**config.mk**
```make
export PLATFORM = sky130hd
export DESIGN_NAME = shift_seq
export DESIGN_NICKNAME = d
export VERILOG_FILES = /design/src/rtl/shift_seq.sv
export SDC_FILE = /design/constraint.sdc
export NUM_CORES = 1
export LEC_CHECK = 0
export CAP_MARGIN = 0
export CORE_MARGIN = 3
export CORE_UTILIZATION = 35
export CTS_CLUSTER_DIAMETER = 60
export DETAILED_ROUTE_END_ITERATION = 12
export PLACE_DENSITY = 0.57
export RECOVER_POWER = 25
export SETUP_SLACK_MARGIN = 0.4
export SKIP_CTS_REPAIR_TIMING = 1
export SLEW_MARGIN = 20
export SYNTH_ARGS = -nofsm -noshare
export SYNTH_HDL_FRONTEND = slang
export SYNTH_SLANG_ARGS = --single-unit
```
**constraint.sdc**
```tcl
create_clock -name clk -period 1.7 [get_ports clk]
set_input_delay 0.17 -clock clk [delete_from_list [all_inputs] [get_ports clk]]
set_output_delay 0.17 -clock clk [all_outputs]
set_load 0.02 [all_outputs]
```
**src/rtl/shift_seq.sv**
```systemverilog
// Sequential bit-serial shifter: shifts one bit per clock in logical, arithmetic, ones-fill or rotate mode.
// Rotate for mode 11 is present only when SHIFT_SEQ_ROTATE_EN is defined; otherwise mode 11 is logical.
module shift_seq #(
  parameter int WIDTH   = 16,
  parameter int SHAMT_W = 4
) (
  input  logic               clk,
  input  logic               rst_n,
  input  logic               start,
  input  logic [WIDTH-1:0]   din,
  input  logic [SHAMT_W-1:0] shamt,
  input  logic               dir,
  input  logic [1:0]         mode,
  output logic               busy,
  output logic               done,
  output logic [WIDTH-1:0]   dout
);

  typedef enum logic [1:0] {
    S_IDLE  = 2'd0,
    S_SHIFT = 2'd1,
    S_DONE  = 2'd2
  } state_t;

  state_t               r_state;
  state_t               w_state_next;
  logic [WIDTH-1:0]     r_work;
  logic [WIDTH-1:0]     w_work_next;
  logic [WIDTH-1:0]     w_shifted;
  logic [SHAMT_W-1:0]   r_cnt;
  logic                 r_dir;
  logic [1:0]           r_mode;
  logic                 r_sign;
  logic [WIDTH-1:0]     r_dout;
  logic                 w_fill;
  logic                 w_accept;

  assign w_accept = (r_state == S_IDLE) && start;

  always_comb begin
    w_fill = 1'b0;
    unique case (r_mode)
      2'b00: w_fill = 1'b0;
      2'b01: w_fill = r_dir ? 1'b0 : r_sign;
      2'b10: w_fill = 1'b1;
`ifdef SHIFT_SEQ_ROTATE_EN
      2'b11: w_fill = r_dir ? r_work[WIDTH-1] : r_work[0];
`else
      2'b11: w_fill = 1'b0;
`endif
      default: w_fill = 1'b0;
    endcase
  end

  assign w_shifted = r_dir ? {r_work[WIDTH-2:0], w_fill} : {w_fill, r_work[WIDTH-1:1]};

  always_ff @(posedge clk or negedge rst_n) begin
    if (!rst_n) r_state <= S_IDLE;
    else        r_state <= w_state_next;
  end

  always_comb begin
    w_state_next = r_state;
    unique case (r_state)
      S_IDLE:  if (start) w_state_next = (shamt != '0) ? S_SHIFT : S_DONE;
      S_SHIFT: if (r_cnt == SHAMT_W'(1)) w_state_next = S_DONE;
      S_DONE:  w_state_next = S_IDLE;
      default: w_state_next = S_IDLE;
    endcase
  end

  always_comb begin
    w_work_next = r_work;
    if (w_accept)                 w_work_next = din;
    else if (r_state == S_SHIFT)  w_work_next = w_shifted;
  end

  always_ff @(posedge clk or negedge rst_n) begin
    if (!rst_n) begin
      r_work <= '0;
      r_cnt  <= '0;
      r_dir  <= 1'b0;
      r_mode <= 2'b00;
      r_sign <= 1'b0;
    end else begin
      r_work <= w_work_next;
      if (w_accept) begin
        r_cnt  <= shamt;
        r_dir  <= dir;
        r_mode <= mode;
        r_sign <= din[WIDTH-1];
      end else if (r_state == S_SHIFT) begin
        r_cnt <= r_cnt - SHAMT_W'(1);
      end
    end
  end

  // dout captures the value the working register takes on the edge that enters DONE,
  // so the final shift step (or the raw operand when shamt is 0) is included.
  always_ff @(posedge clk or negedge rst_n) begin
    if (!rst_n) r_dout <= '0;
    else if (w_state_next == S_DONE && r_state != S_DONE) r_dout <= w_work_next;
  end

  always_comb begin
    busy = (r_state != S_IDLE);
    done = (r_state == S_DONE);
  end

  assign dout = r_dout;

endmodule

```
Word level (Yosys, flattened, before mapping)

Index checks and enable logic that the tools add are counted.

$add $sub $neg: 1
Equality and inequality tests: 8
Multiplexer cells: 11
Reduce and logical (&&, ||, !) cells: 8

Operators by type and width:

| kind                | number |
|---|---|
| $mux 16             | 3 |
| $eq 2x2->1 const B  | 4 |
| $mux 4              | 2 |
| $mux 2              | 3 |
| $eq 2x1->1 const B  | 2 |
| $eq 4x1->1 const B  | 1 |
| $logic_not 2->1     | 2 |
| $pmux 2 s2          | 1 |
| $reduce_bool 2->1   | 2 |
| $reduce_bool 4->1   | 1 |
| $sub 4x1->4 const B | 1 |
| $pmux 1 s3          | 1 |
| $logic_and 1x1->1   | 2 |
| $ne 2x2->1 const B  | 1 |
| $reduce_or 2->1     | 1 |
| $mux 1              | 1 |

Register bits after elaboration: 42
Bits of input ports: 26
Output and inout port bits: 18
Word-level logic and storage cells: 35

Longest topological paths before layout

Depth after elaboration: 6
Mapped depth: 7
Mapped depth without buffers: 5

Worst setup path before layout

Ideal clock, no wire load.

Path kind: reg-to-reg
Start point: register r_cnt[1]
End point: register r_dout[10], in the netlist dout[10]
Library setup time: 0.120 ns
Arrival time: 1.636 ns
Data required time: 1.580 ns
Setup slack: -0.056 ns
Stages on the path, launching flop included: 8
Buffers on the path: 2
Path through: dfrtp_1 -> inv_1 -> ha_1 -> or3b_1 -> clkbuf_4 -> clkbuf_8 -> o221a_1 -> a31o_1

Cells in the longest elaborated chain, start to end: 5

RTL lines:

| item                   | line | text |
|---|---|---|
| start, declared        | 30   | `logic [SHAMT_W-1:0] r_cnt;` |
| start signal, assigned | 88   | `r_cnt <= shamt;` |
| start signal, assigned | 93   | `r_cnt <= r_cnt - SHAMT_W'(1);` |
| $eq 4x1->1             | 66   | `S_SHIFT: if (r_cnt == SHAMT_W'(1)) w_state_next = S_DONE;` |
| $mux 2                 | 66   |  |
| $pmux 2 s2             | 64   | `unique case (r_state)` |
| $eq 2x2->1             | 102  | `else if (w_state_next == S_DONE && r_state != S_DONE) r_dout <= w_work_next;` |
| $logic_and 1x1->1      | 102  |  |
| end signal, assigned   | 102  |  |
| end, declared          | 34   | `logic [WIDTH-1:0] r_dout;` |

No other way between the ends.
A chain may end at the register's enable or synchronous reset.

Final worst setup path

Start point: register r_cnt[1]
End point: register r_dout[1], in the netlist dout[1]

The elaborated chain is that of the path after synthesis.

==> results by group <==
STA
  • Slew headroom: 24.5%
  • Final-layout setup total negative slack: -0.0442 ns
  • Final hold vios: 0
  • Period utilization: 101%
  • Final critical delay including setup and external delays: 1.72 ns
  • # setup viols final: 8
  • Setup repair after global routing missed its margin: true
  • Slew Limit Fails: 0
  • Final setup skew: 0.00611 ns
  • Final Worst Setup Slack: -0.0175 ns
  • Transition time of the tightest slew-check pin: 1.13 ns
  • Max Freq: 0.582 GHz

Synth
  • Yosys warning count: 0
  • Library cell with the highest instance count after synthesis: dfrtp_1
  • Most numerous cell types in the synthesized netlist: dfrtp_1, o21ai_0, a21oi_1, nor2_1, nor3b_1
  • Post-synthesis instance total: 260
  • Number of distinct library cells after synthesis: 45
  • Fraction of post-synthesis cell area in the top cell type by area: 40.1%
  • Number of enable-type register cells in the synthesized netlist: 0
  • Syn Std Cell Area: 0.00262 mm²
  • Dominant synthesized flop cell: dfrtp_1
  • Share of the yosys chip area belonging to registers: 40.1%
  • Synth async-reset ratio: 100%
  • Biggest area contributors in the synthesized netlist: dfrtp_1, mux2i_1, nor3b_1
  • Cell type with the highest aggregate area in the netlist: dfrtp_1
  • Avg Cell Area, Syn: 10.1 µm²
  • Seq cells post-synth: 42
  • Synth Net Count: 288

Clock tree
  • Clock-pin slew of the registers on the worst-case setup and hold paths: 0.09 ns
  • Largest buffer count on any clock path: 2
  • Total number of H-tree levels: 2
  • Clock buffer count from CTS: 5
  • CTS tree: done
  • CTS root buf: clkbuf_8
  • Clock insertion delay at the later pin of the skew report: 0.30 ns
  • TritonCTS Sinks: 42

Drt
  • Count of TritonRoute iterations in the first routing pass: 7
  • Detailed router's first-iteration violation count: 104
  • Wire per inst: 18.2 µm
  • Total detailed-routing wirelength: 7.84 mm
  • Number of remaining DRC errors: 0
  • Drt via density: 5.39
  • Antenna Violating Nets Remaining: 0
  • Number of vias in the routed layout: 2316

Worst hold path
  • Hold path depth: 3
  • Worst min-delay path category: primary input to register
  • Launch point of the worst hold path: dir
  • Hold path endpoint: r_dir

Pwr
  • Total power divided by cell area: 1780 mW/mm²
  • Leakage power figure: 1.77 nW
  • Maximum VDD drop: 0.854 mV

Setup path
  • Reg-to-reg slack, setup: -0.02 ns
  • Highest net fanout along the worst path: 15
  • Worst flop-to-flop path startpoint: r_cnt[1]
  • Startpoint kind of the worst setup timing path: register
  • Worst r2r dst: dout[1]
  • Critical path class: register to register
  • FF-to-FF path depth: 6
  • Arrival time at the worst endpoint: 1.91 ns
  • CP endpoint kind: register
  • Required time of the worst setup path: 1.90 ns

Global route
  • Overall track demand over capacity in global routing: 17.0%
  • Number of antenna violations at the first check in global routing: 0
  • Pin count of the biggest net entering global routing: 26
  • Total global routing overflow: 0
  • Wire length of the first global-routing pass: 11.5 mm
  • Via count of the first global-routing pass: 2251

Place
  • HPWL after detailed placement: 4.94 mm
  • Dpl ws: -0.190 ns
  • Routability congestion estimate from global placement: 0.839
  • Instance area after placement: 0.00324 mm²
  • Inst Count DP: 406
  • Number of I/O port buffers: 43

Status
  • Outcome: finished, violations left
  • Failing checks: negative setup slack

Die
  • Core region area: 0.00702 mm²
  • X dimension of the die: 92.5 µm
  • Std-Cell Rows: 30
  • Die footprint: 0.00856 mm²
  • Floorplan die height: 92.5 µm
  • Top-level I/O count: 44
  • Initial core utilization: 37.3%

Final layout
  • Layout cell share with drive strength beyond 1: 41.3%
  • Multi-input logic area: 0.00174 mm²
  • # diodes: 0
  • Fin area: 0.00397 mm²
  • Non-filler instance count after layout: 430
  • Growth of design area from synthesis to finish: 51.7%
  • NumNets Final: 361
  • Fillcell total: 611
  • FF/Latch Area: 0.00105 mm²

Flow run
  • Max-cap violation count: 0
-- placed cells by master (no fill, tap or decap), types with 11 or more instances in the layout --
cell	n
dlymetal6s2s_1	18
buf_6	13
buf_4	26
mux2i_1	13
a31o_1	11
nor2_1	17
dfrtp_1	41
clkdlybuf4s50_1	23
-- how the worst max path moves through the flow --
stage | from | depth (start not counted) | to
after floorplan | r_cnt[1] | 7 | dout[10]
after global placement | shamt[2] | 4 | dout[3]
after detailed placement | shamt[2] | 4 | dout[3]
after CTS | r_state[1] | 2 | busy
after global routing | r_cnt[1] | 7 | dout[0]
final | r_cnt[1] | 6 | dout[1]
-- power by group --
| part | leakage, nW | total (mW) | internal, mW | switching (mW) |
|---|---|---|---|---|
| Combinational | 1.23 | 4.28 | 2.25 | 2.03 |
| Sequential | 0.488 | 1.97 | 1.49 | 0.480 |
| Clock | 0.0514 | 0.824 | 0.439 | 0.385 |
| Total | 1.77 | 7.07 | 4.18 | 2.89 |
-- area by class of cell --
cell class                 count  area share [%]
clock inverter                 2           0.945
clock buffer                   6            1.83
timing repair buffer          89            23.7
inverter                       4           0.378
multi-input combinational    191            43.7
sequential                    42            26.5
tap                           96            3.02
-- stage by stage --
| stage | power, mW | utilization [%] | hold slack, ns |
|---|---|---|---|
| detailed placement | 5.11 | 46.1 | 0.160 |
| finish | 7.07 | 56.6 | 0.394 |
| global route | 7.50 | 56.6 | 0.396 |
| global placement | 5.08 | 46.1 | 0.159 |
| CTS | 5.94 | 47.7 | -0.172 |
| floorplan | 4.04 | - | -0.126 |
-- sequential cells by signal, summed over array words and instances (netlist names) --
name and cells:
r_dir 1, r_work 16, r_state 2, r_sign 1, dout 16, r_cnt 4, r_mode 2
-- worst max-delay path, stage by stage, from the launching register on --
cell,delay [ns]
dfrtp_1,0.39
inv_2,0.08
ha_4,0.12
or3b_1,0.35
buf_6,0.18
o221a_2,0.27
a31o_2,0.22
-- metal layers --
layer / part of all wire, % / GRT usage (%) / vias up
li1: - / - / 1094
met1: 47 / 23.4 / 1161
met2: 48 / 26.7 / 54
met3: 4.2 / 4.31 / 7
met4: 1.1 / 4.21 / 0
met5: 0 / 0 / -
-- cell families (layout without fill, tap and decap cells) --
family | after synthesis | in the layout | share of synthesized area [%]
XOR/XNOR | 1 | 1 | 0.334
AO/OA/AOI/OAI | 74 | 74 | 21.3
adder cells (fa/ha/maj) | 2 | 2 | 0.955
AND/OR/NAND/NOR | 98 | 99 | 22.9
buffers and inverters | 28 | 101 | 8.64
multiplexers | 15 | 15 | 5.73
flip-flops | 42 | 42 | 40.1
(Power assumes the default switching activity.)
